==> config.mk <==
export PLATFORM = sky130hd
export DESIGN_NAME = counter_mod_updn
export DESIGN_NICKNAME = d
export VERILOG_FILES = /design/src/rtl/counter_pkg.sv /design/src/rtl/counter_prescaler.sv /design/src/rtl/counter_mod_updn.sv
export SDC_FILE = /design/constraint.sdc
export NUM_CORES = 1
export LEC_CHECK = 0
export CORE_AREA = 4 4 41 43
export DETAILED_ROUTE_END_ITERATION = 7
export DIE_AREA = 0 0 45 47
export GPL_TIMING_DRIVEN = 0
export HOLD_SLACK_MARGIN = 0.1
export PLACE_DENSITY = 0.57
export RECOVER_POWER = 50
export SYNTH_ARGS = -nofsm -noshare
export SYNTH_HDL_FRONTEND = slang
export SYNTH_SLANG_ARGS = --single-unit
==> constraint.sdc <==
create_clock -name clk -period 2 [get_ports clk]
set_input_delay 0.2 -clock clk [delete_from_list [all_inputs] [get_ports clk]]
set_output_delay 0.2 -clock clk [all_outputs]
set_load 0.005 [all_outputs]
==> src/rtl/counter_pkg.sv <==
// rtl/counter_pkg.sv - shared types and helpers for the modulo up/down counter
package counter_pkg;

    typedef enum logic {
        CNT_DOWN = 1'b0,
        CNT_UP   = 1'b1
    } cnt_dir_e;

    // Bits needed to hold 0..value-1, never less than one bit.
    function automatic int clog2(input int value);
        int w;
        w = 0;
        for (int i = 0; i < 31; i++) begin
            if ((1 << i) < value) begin
                w = i + 1;
            end
        end
        return (w < 1) ? 1 : w;
    endfunction

endpackage

==> src/rtl/counter_prescaler.sv <==
// rtl/counter_prescaler.sv - clock-enable prescaler producing the counter step strobe
module counter_prescaler
    import counter_pkg::*;
#(
    parameter int PRESCALE = 1
) (
    input  logic clk,
    input  logic reset,
    input  logic clr,
    input  logic en,
    output logic tick
);

    localparam int            PW   = clog2(PRESCALE);
    localparam logic [PW-1:0] LAST = PW'(PRESCALE - 1);

    logic [PW-1:0] r_cnt;
    logic          w_last;

    // With PRESCALE=1 LAST is zero, so the counter never leaves 0 and tick follows en.
    assign w_last = (r_cnt == LAST);
    assign tick   = en & w_last & ~clr & ~reset;

    always_ff @(posedge clk) begin
        if (reset || clr) begin
            r_cnt <= '0;
        end else if (en) begin
            r_cnt <= w_last ? '0 : r_cnt + 1'b1;
        end
    end

endmodule

==> src/rtl/counter_mod_updn.sv <==
// rtl/counter_mod_updn.sv - modulo up/down counter with load, prescaler and wrap pulse
// Define COUNTER_SAT_EN for saturating mode instead of modulo wrap-around.
module counter_mod_updn
    import counter_pkg::*;
#(
    parameter int WIDTH    = 4,
    parameter int MAX_VAL  = 9,
    parameter int PRESCALE = 1
) (
    input  logic             clk,
    input  logic             reset,
    input  logic             en,
    input  logic             up_dn,
    input  logic             load,
    input  logic [WIDTH-1:0] load_val,
    output logic [WIDTH-1:0] q,
    output logic             wrap
);

    if (WIDTH < 1) begin : g_bad_width
        $error("counter_mod_updn: WIDTH must be >= 1");
    end
    if (PRESCALE < 1) begin : g_bad_prescale
        $error("counter_mod_updn: PRESCALE must be >= 1");
    end
    if (64'(MAX_VAL) > ((64'd1 << WIDTH) - 64'd1)) begin : g_bad_max
        $error("counter_mod_updn: MAX_VAL does not fit in WIDTH bits");
    end

    localparam logic [WIDTH-1:0] MAXV = WIDTH'(MAX_VAL);

    logic             w_tick;
    cnt_dir_e         w_dir;
    logic [WIDTH-1:0] w_load_q;
    logic [WIDTH-1:0] w_q_next;
    logic             w_wrap_next;
    logic [WIDTH-1:0] r_q;
    logic             r_wrap;

    counter_prescaler #(
        .PRESCALE(PRESCALE)
    ) u_prescaler (
        .clk  (clk),
        .reset(reset),
        .clr  (load),
        .en   (en),
        .tick (w_tick)
    );

    assign w_dir    = cnt_dir_e'(up_dn);
    assign w_load_q = (load_val > MAXV) ? MAXV : load_val;

    always_comb begin
        w_q_next    = r_q;
        w_wrap_next = 1'b0;
        if (load) begin
            w_q_next = w_load_q;
        end else if (w_tick) begin
            if (w_dir == CNT_UP) begin
                if (r_q == MAXV) begin
`ifdef COUNTER_SAT_EN
                    w_q_next    = MAXV;
                    w_wrap_next = 1'b0;
`else
                    w_q_next    = '0;
                    w_wrap_next = 1'b1;
`endif
                end else begin
                    w_q_next = r_q + 1'b1;
`ifdef COUNTER_SAT_EN
                    // Pulse only on the step that lands on the bound.
                    w_wrap_next = (w_q_next == MAXV);
`endif
                end
            end else begin
                if (r_q == '0) begin
`ifdef COUNTER_SAT_EN
                    w_q_next    = '0;
                    w_wrap_next = 1'b0;
`else
                    w_q_next    = MAXV;
                    w_wrap_next = 1'b1;
`endif
                end else begin
                    w_q_next = r_q - 1'b1;
`ifdef COUNTER_SAT_EN
                    w_wrap_next = (w_q_next == '0);
`endif
                end
            end
        end
    end

    always_ff @(posedge clk) begin
        if (reset) begin
            r_q    <= '0;
            r_wrap <= 1'b0;
        end else begin
            r_q    <= w_q_next;
            r_wrap <= w_wrap_next;
        end
    end

    assign q    = r_q;
    assign wrap = r_wrap;

endmodule

==> reports/results.tsv, run 1 <==
stage	metric	value	unit
yosys	Synth Warn #	0	
setup_path	CP Data Required Time	2.11	ns
setup_path	CP Max Fanout	10	
power_and_ir_drop	net switching power figure	0.0000873	W
sta	Slew @ Worst Pin	0.476	ns
place	Placer Congestion	0.732	
yosys	EDFF count, synth	0	
yosys	largest cells by area after synthesis	dfxtp_1 26%, a2111oi_4 7.1%, a2111oi_0 6.8%	
routing	vias per cell	5.35	
yosys	Post-Synthesis Cells	44	
place	HPWL Detailed	670	microns
cts	Sink Count	5	
cts	Skew-Pair Late Insertion Delay	0.24	ns
setup_path	Worst Path Arrival	1.77	ns
global_routing	grt total ovfl	0	
cts	H-tree lvl count	1	
finish	synthesis-to-layout area growth	42.5	%
sta	setup violators final	0	
routing	DR WL/cell	12.4	microns
sta	FMAX	603	MHz
finish	post-route design area	549	sq um
floorplanning	die area	0.00212	sq mm
yosys	Post-synth top flop	dfxtp_1	
power_and_ir_drop	Sw Share	0.279	
finish	Layout Utilization	0.422	
yosys	post-synth top area share	0.260	
floorplanning	Die Y	47	microns
routing	met3 WL	47	microns
power_and_ir_drop	power share of the sequential group	0.375	
power_and_ir_drop	clock power share	0.374	
yosys	FF+latch count, synth	5	
finish	layout cells sized above 1	0.150	
cts	clock slew at reported path FFs	0.04	ns
finish	commonest non-fill, non-tap cell in the layout	clkdlybuf4s50_1	
routing	DRT Pass-1 Iters	3	
routing	DR vias	401	
setup_path	CP Buf/Inv Count	1	
worst_hold_path	Hold WC Path Type	input pin to register	
floorplanning	top-level port count	14	
global_routing	total track usage	0.100	
yosys	Syn Std Cell Area	385	sq um
routing	met2 WL	419	microns
cts	root buffer selected by CTS	clkbuf_4	
sta	Final Hold Fails	0	
finish	Post-layout nets	70	
setup_path	kind of critical path	register to register	
sta	clk_skew	0.00363	ns
yosys	post-synthesis sequential area ratio	0.260	
finish	Diodes inserted	0	
sta	relative slew slack	0.683	
outcome	outcome	finished, final reports clean	
power_and_ir_drop	Total Power	0.000313	W
setup_path	crit end category	register	
sta	RSZ-0062 raised after global routing	false	
place	Placed Area	524	sq um
setup_path	CP peak stage delay	0.42	ns
setup_path	slowest stage cell, crit path	a2111oi_0	
floorplanning	die width	45	microns
setup_path	startpoint types	register	
floorplanning	Initial Utilization	0.296	
yosys	cell accounting for the most synthesized area	dfxtp_1	
sta	minimum clock period	1.66	ns
sta	fin crit share	0.830	
cts	CTS max path bufs	2	
floorplanning	core footprint	0.00130	sq mm
cts	cts bufs inserted	3	
flow_run	Max-Cap Viols	0	
routing	drt total wl	928	microns
routing	Final ANT Viol Nets	0	
yosys	Synth cell types	26	
global_routing	first-pass GRT wire length	1.50	mm
power_and_ir_drop	leakage	0.198	nW
routing	Iteration-0 DRC Markers	9	
cts	Post-CTS Setup Inserts	0	
setup_path	CP delay by family, top	compound AO/OA/AOI/OAI gates	
global_routing	largest net degree at the start of global routing	11	
global_routing	initial antenna violation count	0	
finish	commonest non-fill, non-tap cells in the layout	9 x clkdlybuf4s50_1, 5 x dfxtp_1, 4 x nor2_1	
yosys	syn_nets	53	
sta	WHS	0.270	ns
floorplanning	FP Rows	13	
setup_path	Cell Chain, Critical Path	clkbuf_1, and4_2, o21ai_0, a2111oi_0	
sta	fin. max-slew vios	0	
power_and_ir_drop	Pint	0.000226	W
cts	Hold-fix buffers, CTS	0	
routing	WL met1	444	microns
cts	CTS resizes	0	
power_and_ir_drop	Combinational Power Share	0.251	
sta	setup TNS	0	ns
routing	drt drc	0	
place	port buffer count	12	
power_and_ir_drop	Max IR drop VDD	0.293	mV
yosys	syn avg cell area	8.76	sq um
global_routing	vias in the first global route	354	
power_and_ir_drop	cell area power density	570	mW/mm^2
cts	CTS tree	built	
routing	Top Metal Used	met4	
yosys	asr flop ratio synth	0	
worst min-delay path, cell delays in order:
cell       delay [ns]
buf_6            0.11
nand3_1          0.07
a2111oi_0        0.08
kinds of logic (layout without fill, tap and decap cells):
logic type,Yosys count,in the layout,share of synthesized area
flops,5,5,0.260
simple gates,21,21,0.351
compound gates,11,11,0.260
buf+inv,4,20,0.0617
xor+xnor,3,3,0.0682
worst paths after layout:
path	from	end	slack (ns)	cells after the start
worst max register to register	q[0]	q[3]	0.34	4
worst max-delay path	q[0]	q[3]	0.34	4
worst min-delay path	up_dn	wrap	0.27	3
worst min register to register	q[3]	wrap	0.57	2
flip-flops by register name, summed over array words and instances, names as in the netlist:
| name | cells |
|---|---|
| q | 4 |
| wrap | 1 |
final cells by class:
| cell class | count | area [sq um] |
|---|---|---|
| Inverter | 2 | 7.51 |
| Sequential cell | 5 | 100 |
| Timing Repair Buffer | 12 | 120 |
| Multi-Input combinational cell | 35 | 262 |
| Buffer | 2 | 15.0 |
| Clock buffer | 4 | 26.3 |
| Fill cell | 148 | 752 |
| Tap cell | 15 | 18.8 |
power by group through the flow:
stage,clock network (W),registers (W),logic [W]
after floorplan,0,0.000117,0.0000416
after global placement,0,0.000120,0.0000807
after detailed placement,0,0.000120,0.0000802
after CTS,0.000123,0.000118,0.0000812
after global routing,0.000132,0.000119,0.0000878
final,0.000117,0.000118,0.0000788
per-stage QoR:
step,instances,setup WS [ns]
2_1_floorplan,44,0.571
3_3_place_gp,71,0.210
3_5_place_dp,71,0.198
4_1_cts,75,0.457
5_1_grt,75,0.210
6_report,75,0.340
synthesized netlist by cell type, types with 2 or more instances:
library cell	number
a2111oi_0	3
dfxtp_1	5
inv_1	2
nand3_1	3
nor2_1	4
nor2b_1	3
o21ai_0	2
o22ai_1	2
xor2_1	3
layer usage:
layer	vias to the layer above	global-route usage
met5	-	0
met4	0	0.0877
met3	2	0.0230
met2	13	0.144
met1	181	0.124
li1	205	-
No activity file was read; power rests on OpenSTA's default activity.
==> run 2, diff against run 1 <==
PLACE_DENSITY = 0.59   (was 0.57)
clock period = 1.5 ns   (was 2 ns; I/O delays follow)
==> run 2 against run 1 <==
  * Non-clock buffer count stayed put
  * Register-to-register slack worse by 0.29 ns
  * Worst hold slack worse by 0.060 ns
  * Clock skew is 0.0024 ns lower
  * First-iteration DRC count is 89% lower
==> reports/results.tsv, run 2 (synthesized netlist as in run 1, its figures left out) <==
stage	metric	value	unit	change
outcome	outcome	finished, final reports clean		
finish	commonest non-fill, non-tap cells in the layout	10 x clkdlybuf4s50_1, 4 x clkbuf_4, 4 x nor2_1		
setup_path	Worst Path Arrival	1.64	ns	-0.13 ns
worst_hold_path	hold depth	3		unchanged
sta	relative slew slack	0.748		+0.0654
global_routing	first-pass GRT wire length	1.46	mm	-2.8%
place	Placed Instances	71		unchanged
routing	Final ANT Viol Nets	0		unchanged
cts	Post-CTS Setup Inserts	0		unchanged
cts	cts bufs inserted	3		unchanged
global_routing	largest net degree at the start of global routing	11		unchanged
cts	Sink Count	5		unchanged
cts	Hold-fix buffers, CTS	0		unchanged
global_routing	vias in the first global route	335		-5.4%
sta	clk_skew	0.00124	ns	-0.00239 ns
sta	fin. max-slew vios	0		unchanged
sta	setup violators final	0		unchanged
finish	Diodes inserted	0		unchanged
place	port buffer count	12		unchanged
setup_path	startpoint types	input pin		
floorplanning	FP Rows	13		unchanged
cts	Skew-Pair Late Insertion Delay	0.25	ns	about the same
sta	Slew @ Worst Pin	0.377	ns	-0.0990 ns
floorplanning	Die Y	47	microns	unchanged
cts	CTS max path bufs	2		unchanged
finish	layout cells sized above 1	0.217		+0.0667
sta	Final Hold Fails	0		unchanged
sta	minimum clock period	1.47	ns	
routing	drt total wl	936	microns	+0.86%
finish	Post-layout nets	70		unchanged
worst_hold_path	WHS Endpoint	wrap		
sta	FMAX	680	MHz	
cts	root buffer selected by CTS	clkbuf_4		
routing	DR vias	395		-1.5%
floorplanning	top-level port count	14		unchanged
setup_path	CP Data Required Time	1.67	ns	-0.44 ns
power_and_ir_drop	Max IR drop VDD	0.320	mV	+9.2%
finish	synthesis-to-layout area growth	44.8	%	
cts	CTS tree	built		
setup_path	internal reg-to-reg setup slack	0.05	ns	-0.29 ns
setup_path	CP Max Fanout	9		-1
setup_path	Reg2Reg Capture Point	q[2]		
global_routing	initial antenna violation count	0		unchanged
routing	Top Metal Used	met3		
routing	vias per cell	5.27		-1.5%
sta	fin crit share	0.980		
finish	non-filler cells, final	75		unchanged
global_routing	grt total ovfl	0		unchanged
routing	drt drc	0		unchanged
floorplanning	Initial Utilization	0.296		unchanged
flow_run	Max-Cap Viols	0		unchanged
sta	setup TNS	0	ns	unchanged
place	Placer Congestion	0.759		+3.7%
setup_path	crit end category	register		
place	HPWL Detailed	696	microns	+3.9%
worst_hold_path	Hold WC Path Type	input pin to register		
finish	commonest non-fill, non-tap cell in the layout	clkdlybuf4s50_1		
floorplanning	core footprint	0.00130	sq mm	unchanged
setup_path	Reg2Reg Depth	3		-1
power_and_ir_drop	leakage	0.200	nW	+1.3%
power_and_ir_drop	cell area power density	770	mW/mm^2	+35%
routing	DR WL/cell	12.5	microns	+0.86%
setup_path	worst r2r src	q[1]		
routing	Iteration-0 DRC Markers	1		-8
worst_hold_path	worst min-delay path startpoint	up_dn		
routing	met3 WL	70	microns	+49%
cts	clock slew at reported path FFs	0.05	ns	about the same
sta	RSZ-0062 raised after global routing	false		
routing	met2 WL	443	microns	+5.7%
routing	WL met1	422	microns	-5.0%
floorplanning	die width	45	microns	unchanged
cts	H-tree lvl count	1		unchanged
global_routing	total track usage	0.0972		-0.00300
setup_path	kind of critical path	input pin to register		
routing	DRT Pass-1 Iters	2		-1
floorplanning	die area	0.00212	sq mm	unchanged
finish	max FFs per register	4		unchanged
[run 2: changes by cell type in the layout (fill, tap and decap cells not counted)]
cell	change
dfxtp_1	-3
dfxtp_2	+3
a2111oi_0	-1
a2111oi_1	+1
clkbuf_1	-1
clkbuf_4	+1
clkdlybuf4s50_1	+1
dlygate4sd3_1	-1
[run 2: layer usage]
metal / up-vias / GRT usage
met4: 0 / 0.0351
li1: 205 / -
met1: 179 / 0.111
met2: 11 / 0.153
met3: 0 / 0.0536
met5: - / 0
[run 2: worst max-delay path by stage]
| stage | start | to | slack (ns) | cells past startpoint |
|---|---|---|---|---|
| detailed placement | load | q[1] | -0.19 | 4 |
| global route | load | q[1] | 0.003 | 4 |
| global placement | load | q[3] | -0.23 | 4 |
| floorplan | q[3] | q[2] | 0.07 | 3 |
| CTS | q[1] | q[2] | 0.002 | 3 |
| finish | load | q[1] | 0.03 | 4 |
[run 2: timing repair]
item                                   4_1_cts  5_1_grt
endpoints found under the hold margin        0        0
pin swaps                                    0        1
resized for setup                            2        3
setup endpoints to repair                    2        3
[run 2: power by group]
| part | switching (W) | internal [W] |
|---|---|---|
| clock network | 0.0000617 | 0.000101 |
| logic | 0.0000466 | 0.0000614 |
| registers | 0.0000151 | 0.000144 |
| total | 0.000123 | 0.000306 |
[run 2: worst max-delay path, stage by stage]
cell,delay [ns]
clkdlybuf4s50_1,0.53
nand2b_1,0.31
or4_1,0.51
o22ai_1,0.13
[run 2: cell type report]
cell class / count / area, sq um
fillers: 146 / 743
multi-input cells: 35 / 263
repair buffers: 12 / 120
flip-flops and latches: 5 / 104
clock buffers: 4 / 26.3
plain buffers: 2 / 18.8
well taps: 15 / 18.8
inverters: 2 / 7.51
[run 2: through the flow]
step / total power, W / hold WS, ns / utilization / instance area (sq um) / setup slack, ns
finish: 0.000429 / 0.210 / 0.429 / 558 / 0.0302
global route: 0.000459 / 0.208 / 0.429 / 558 / 0.00296
CTS: 0.000437 / 0.203 / 0.425 / 553 / 0.00204
detailed placement: 0.000267 / 0.474 / 0.403 / 524 / -0.194
global placement: 0.000267 / 0.477 / 0.403 / 524 / -0.226
floorplan: 0.000212 / 0.222 / - / 385 / 0.0706
==> run 3, diff against run 2 <==
CELL_PAD_IN_SITES_DETAIL_PLACEMENT = 0   (was unset)
CELL_PAD_IN_SITES_GLOBAL_PLACEMENT = 1   (was unset)
CORE_AREA = unset   (was 4 4 41 43)
CORE_MARGIN = 4   (was unset)
CORE_UTILIZATION = 26   (was unset)
DIE_AREA = unset   (was 0 0 45 47)
PLACE_DENSITY = 0.7   (was 0.59)
clock period = 1.31 ns   (was 1.5 ns; I/O delays follow)
==> run 3 against run 2 <==
  * Count of clock-buffer cells in the layout stayed put
  * Sequential share of layout area shrank 0.43 points
  * Register-to-register slack lost 0.10 ns
  * Non-clock buffer count rose by 5
  * The run now ends with setup timing left
  * Clock power increased by 12%
  * Core utilization rose by 3.0 points
  * Sequential power increased by 9%
  * Combinational power grew 44%
  * Flip-flop and latch count is the same
==> reports/results.tsv, run 3 (synthesized netlist as in run 1, its figures left out) <==
stage	metric	value	unit	change
power_and_ir_drop	Sw Share	0.287		-0.000297
setup_path	startpoint types	register		
finish	commonest non-fill, non-tap cells in the layout	10 x clkdlybuf4s50_1, 5 x buf_4, 4 x clkbuf_4, 4 x nor2_1		
sta	Slew @ Worst Pin	0.396	ns	+0.0187 ns
global_routing	largest net degree at the start of global routing	11		unchanged
finish	non-filler cells, final	80		+6.7%
outcome	failing checks	setup timing		
place	Placed Area	528	sq um	+0.72%
power_and_ir_drop	Combinational Power Share	0.304		+0.052
sta	RSZ-0062 raised after global routing	true		
setup_path	CP Data Required Time	1.48	ns	-0.19 ns
sta	clk_skew	0.00788	ns	+0.00664 ns
routing	vias per cell	5.34		+1.3%
floorplanning	top-level port count	14		unchanged
cts	Sink Count	5		unchanged
sta	relative slew slack	0.736		-0.0125
global_routing	first-pass GRT wire length	1.77	mm	+21%
place	port buffer count	12		unchanged
sta	Final Hold Fails	0		unchanged
setup_path	kind of critical path	register to register		
power_and_ir_drop	Max IR drop VDD	0.330	mV	+3.2%
cts	cts bufs inserted	3		unchanged
finish	post-route design area	619	sq um	+11%
sta	final setup margin	-0.0513	ns	-0.0815 ns
global_routing	grt met2 use	0.181		+0.0288
floorplanning	die width	46.5	microns	+3.3%
worst_hold_path	Hold WC Path Type	input pin to register		
power_and_ir_drop	cell area power density	826	mW/mm^2	+7.3%
global_routing	total track usage	0.121		+0.0236
outcome	outcome	complete, but fails checks		
cts	Skew-Pair Late Insertion Delay	0.24	ns	about the same
place	HPWL Detailed	712	microns	+2.3%
cts	H-tree lvl count	1		unchanged
global_routing	grt total ovfl	0		unchanged
routing	DRT Pass-1 Iters	4		+2
setup_path	Worst Path Arrival	1.54	ns	-0.10 ns
power_and_ir_drop	clock power share	0.356		-0.023
routing	Iteration-0 DRC Markers	9		+8
flow_run	Max-Cap Viols	0		unchanged
floorplanning	core footprint	0.00135	sq mm	+3.7%
routing	DR vias	427		+8.1%
floorplanning	die area	0.00216	sq mm	+2.2%
cts	CTS max path bufs	2		unchanged
finish	Layout fillers	138		-5.5%
worst_hold_path	hold depth	3		unchanged
finish	layout cells sized above 1	0.323		+0.106
floorplanning	FP Rows	13		unchanged
finish	commonest non-fill, non-tap cell in the layout	clkdlybuf4s50_1		
routing	DR WL/cell	13.7	microns	+9.6%
cts	clock slew at reported path FFs	0.05	ns	about the same
cts	CTS tree	built		
sta	fin crit share	1.04		
power_and_ir_drop	net switching power figure	0.000147	W	+19%
sta	minimum clock period	1.36	ns	
routing	drt total wl	1.09	mm	+17%
power_and_ir_drop	Pint	0.000365	W	+19%
place	Placed Instances	71		unchanged
setup_path	CP Max Fanout	3		-6
place	Placer Congestion	0.703		-7.5%
global_routing	vias in the first global route	397		+19%
finish	Diodes inserted	0		unchanged
finish	max FFs per register	4		unchanged
routing	drt drc	0		unchanged
floorplanning	Initial Utilization	0.285		-0.0107
sta	setup TNS	-0.144	ns	-0.144 ns
cts	root buffer selected by CTS	clkbuf_4		
global_routing	most used routing layer	met2		
floorplanning	Die Y	46.5	microns	-1.1%
power_and_ir_drop	Total Power	0.000512	W	+19%
finish	Post-layout nets	75		+7.1%
sta	fin. max-slew vios	0		unchanged
power_and_ir_drop	leakage	0.234	nW	+17%
global_routing	initial antenna violation count	0		unchanged
setup_path	crit end category	register		
routing	Final ANT Viol Nets	0		unchanged
sta	FMAX	735	MHz	
global_routing	met3 Resource Use GR	0.0234		-0.0302
finish	synthesis-to-layout area growth	60.7	%	
sta	setup violators final	3		+3
cts	Hold-fix buffers, CTS	0		unchanged
setup_path	Reg2Reg Depth	3		unchanged
global_routing	M1 GR Usage	0.144		+0.0331
power_and_ir_drop	power share of the sequential group	0.341		-0.029
-- run 3: cell types whose count changed in the layout (fill, tap and decap cells not counted), sizes merged --
| cell | before | now |
|---|---|---|
| buf | 1 | 6 |
| dlygate4sd3 | 2 | 1 |
| dlygate4sd2 | 0 | 1 |
-- run 3: power by group through the flow --
stage / clock (W) / combinational [W] / sequential, W
CTS: 0.000188 / 0.000145 / 0.000175
finish: 0.000182 / 0.000155 / 0.000174
floorplan: 0 / 0.0000637 / 0.000181
global route: 0.000201 / 0.000166 / 0.000176
detailed placement: 0 / 0.000124 / 0.000184
global placement: 0 / 0.000124 / 0.000184
-- run 3: timing repair --
item,CTS,global route
buffers inserted,4,1
gates resized for setup,8,3
pin swaps,1,2
endpoints found under the setup margin,6,5
-- run 3: metal layers --
metal | vias to the layer above | wire [microns]
met5 | - | 0
met3 | 2 | 46
met4 | 0 | 17
met2 | 10 | 525
met1 | 200 | 505
li1 | 215 | -
-- run 3: cell type report --
class | count | area (sq um) | share of cell area
Tap cell | 15 | 18.8 | 0.0303
Buffer | 2 | 18.8 | 0.0303
Timing Repair Buffer | 17 | 156 | 0.253
Clock buffer | 4 | 26.3 | 0.0424
Sequential cell | 5 | 113 | 0.182
Inverter | 2 | 7.51 | 0.0121
Multi-Input combinational cell | 35 | 279 | 0.451
-- run 3: final timing paths --
| path | start | endpoint | slack (ns) |
|---|---|---|---|
| setup / recovery | q[0] | q[2] | -0.05 |
| setup reg to reg | q[0] | q[2] | -0.05 |
| hold / removal | up_dn | wrap | 0.20 |
| hold reg to reg | q[1] | wrap | 0.57 |
-- run 3: stage by stage --
step                hold slack (ns)  setup slack [ns]  utilization
floorplan                     0.196          -0.00521            -
global placement              0.448            -0.401        0.391
detailed placement            0.453            -0.384        0.391
CTS                           0.187           -0.0593        0.445
global route                  0.204            -0.117        0.459
finish                        0.204           -0.0513        0.459
-- run 3: critical path, cell delays in order (launching register included) --
cell and delay [ns]:
dfxtp_2 0.32, or4b_4 0.54, a2111oi_4 0.29, a311o_1 0.15
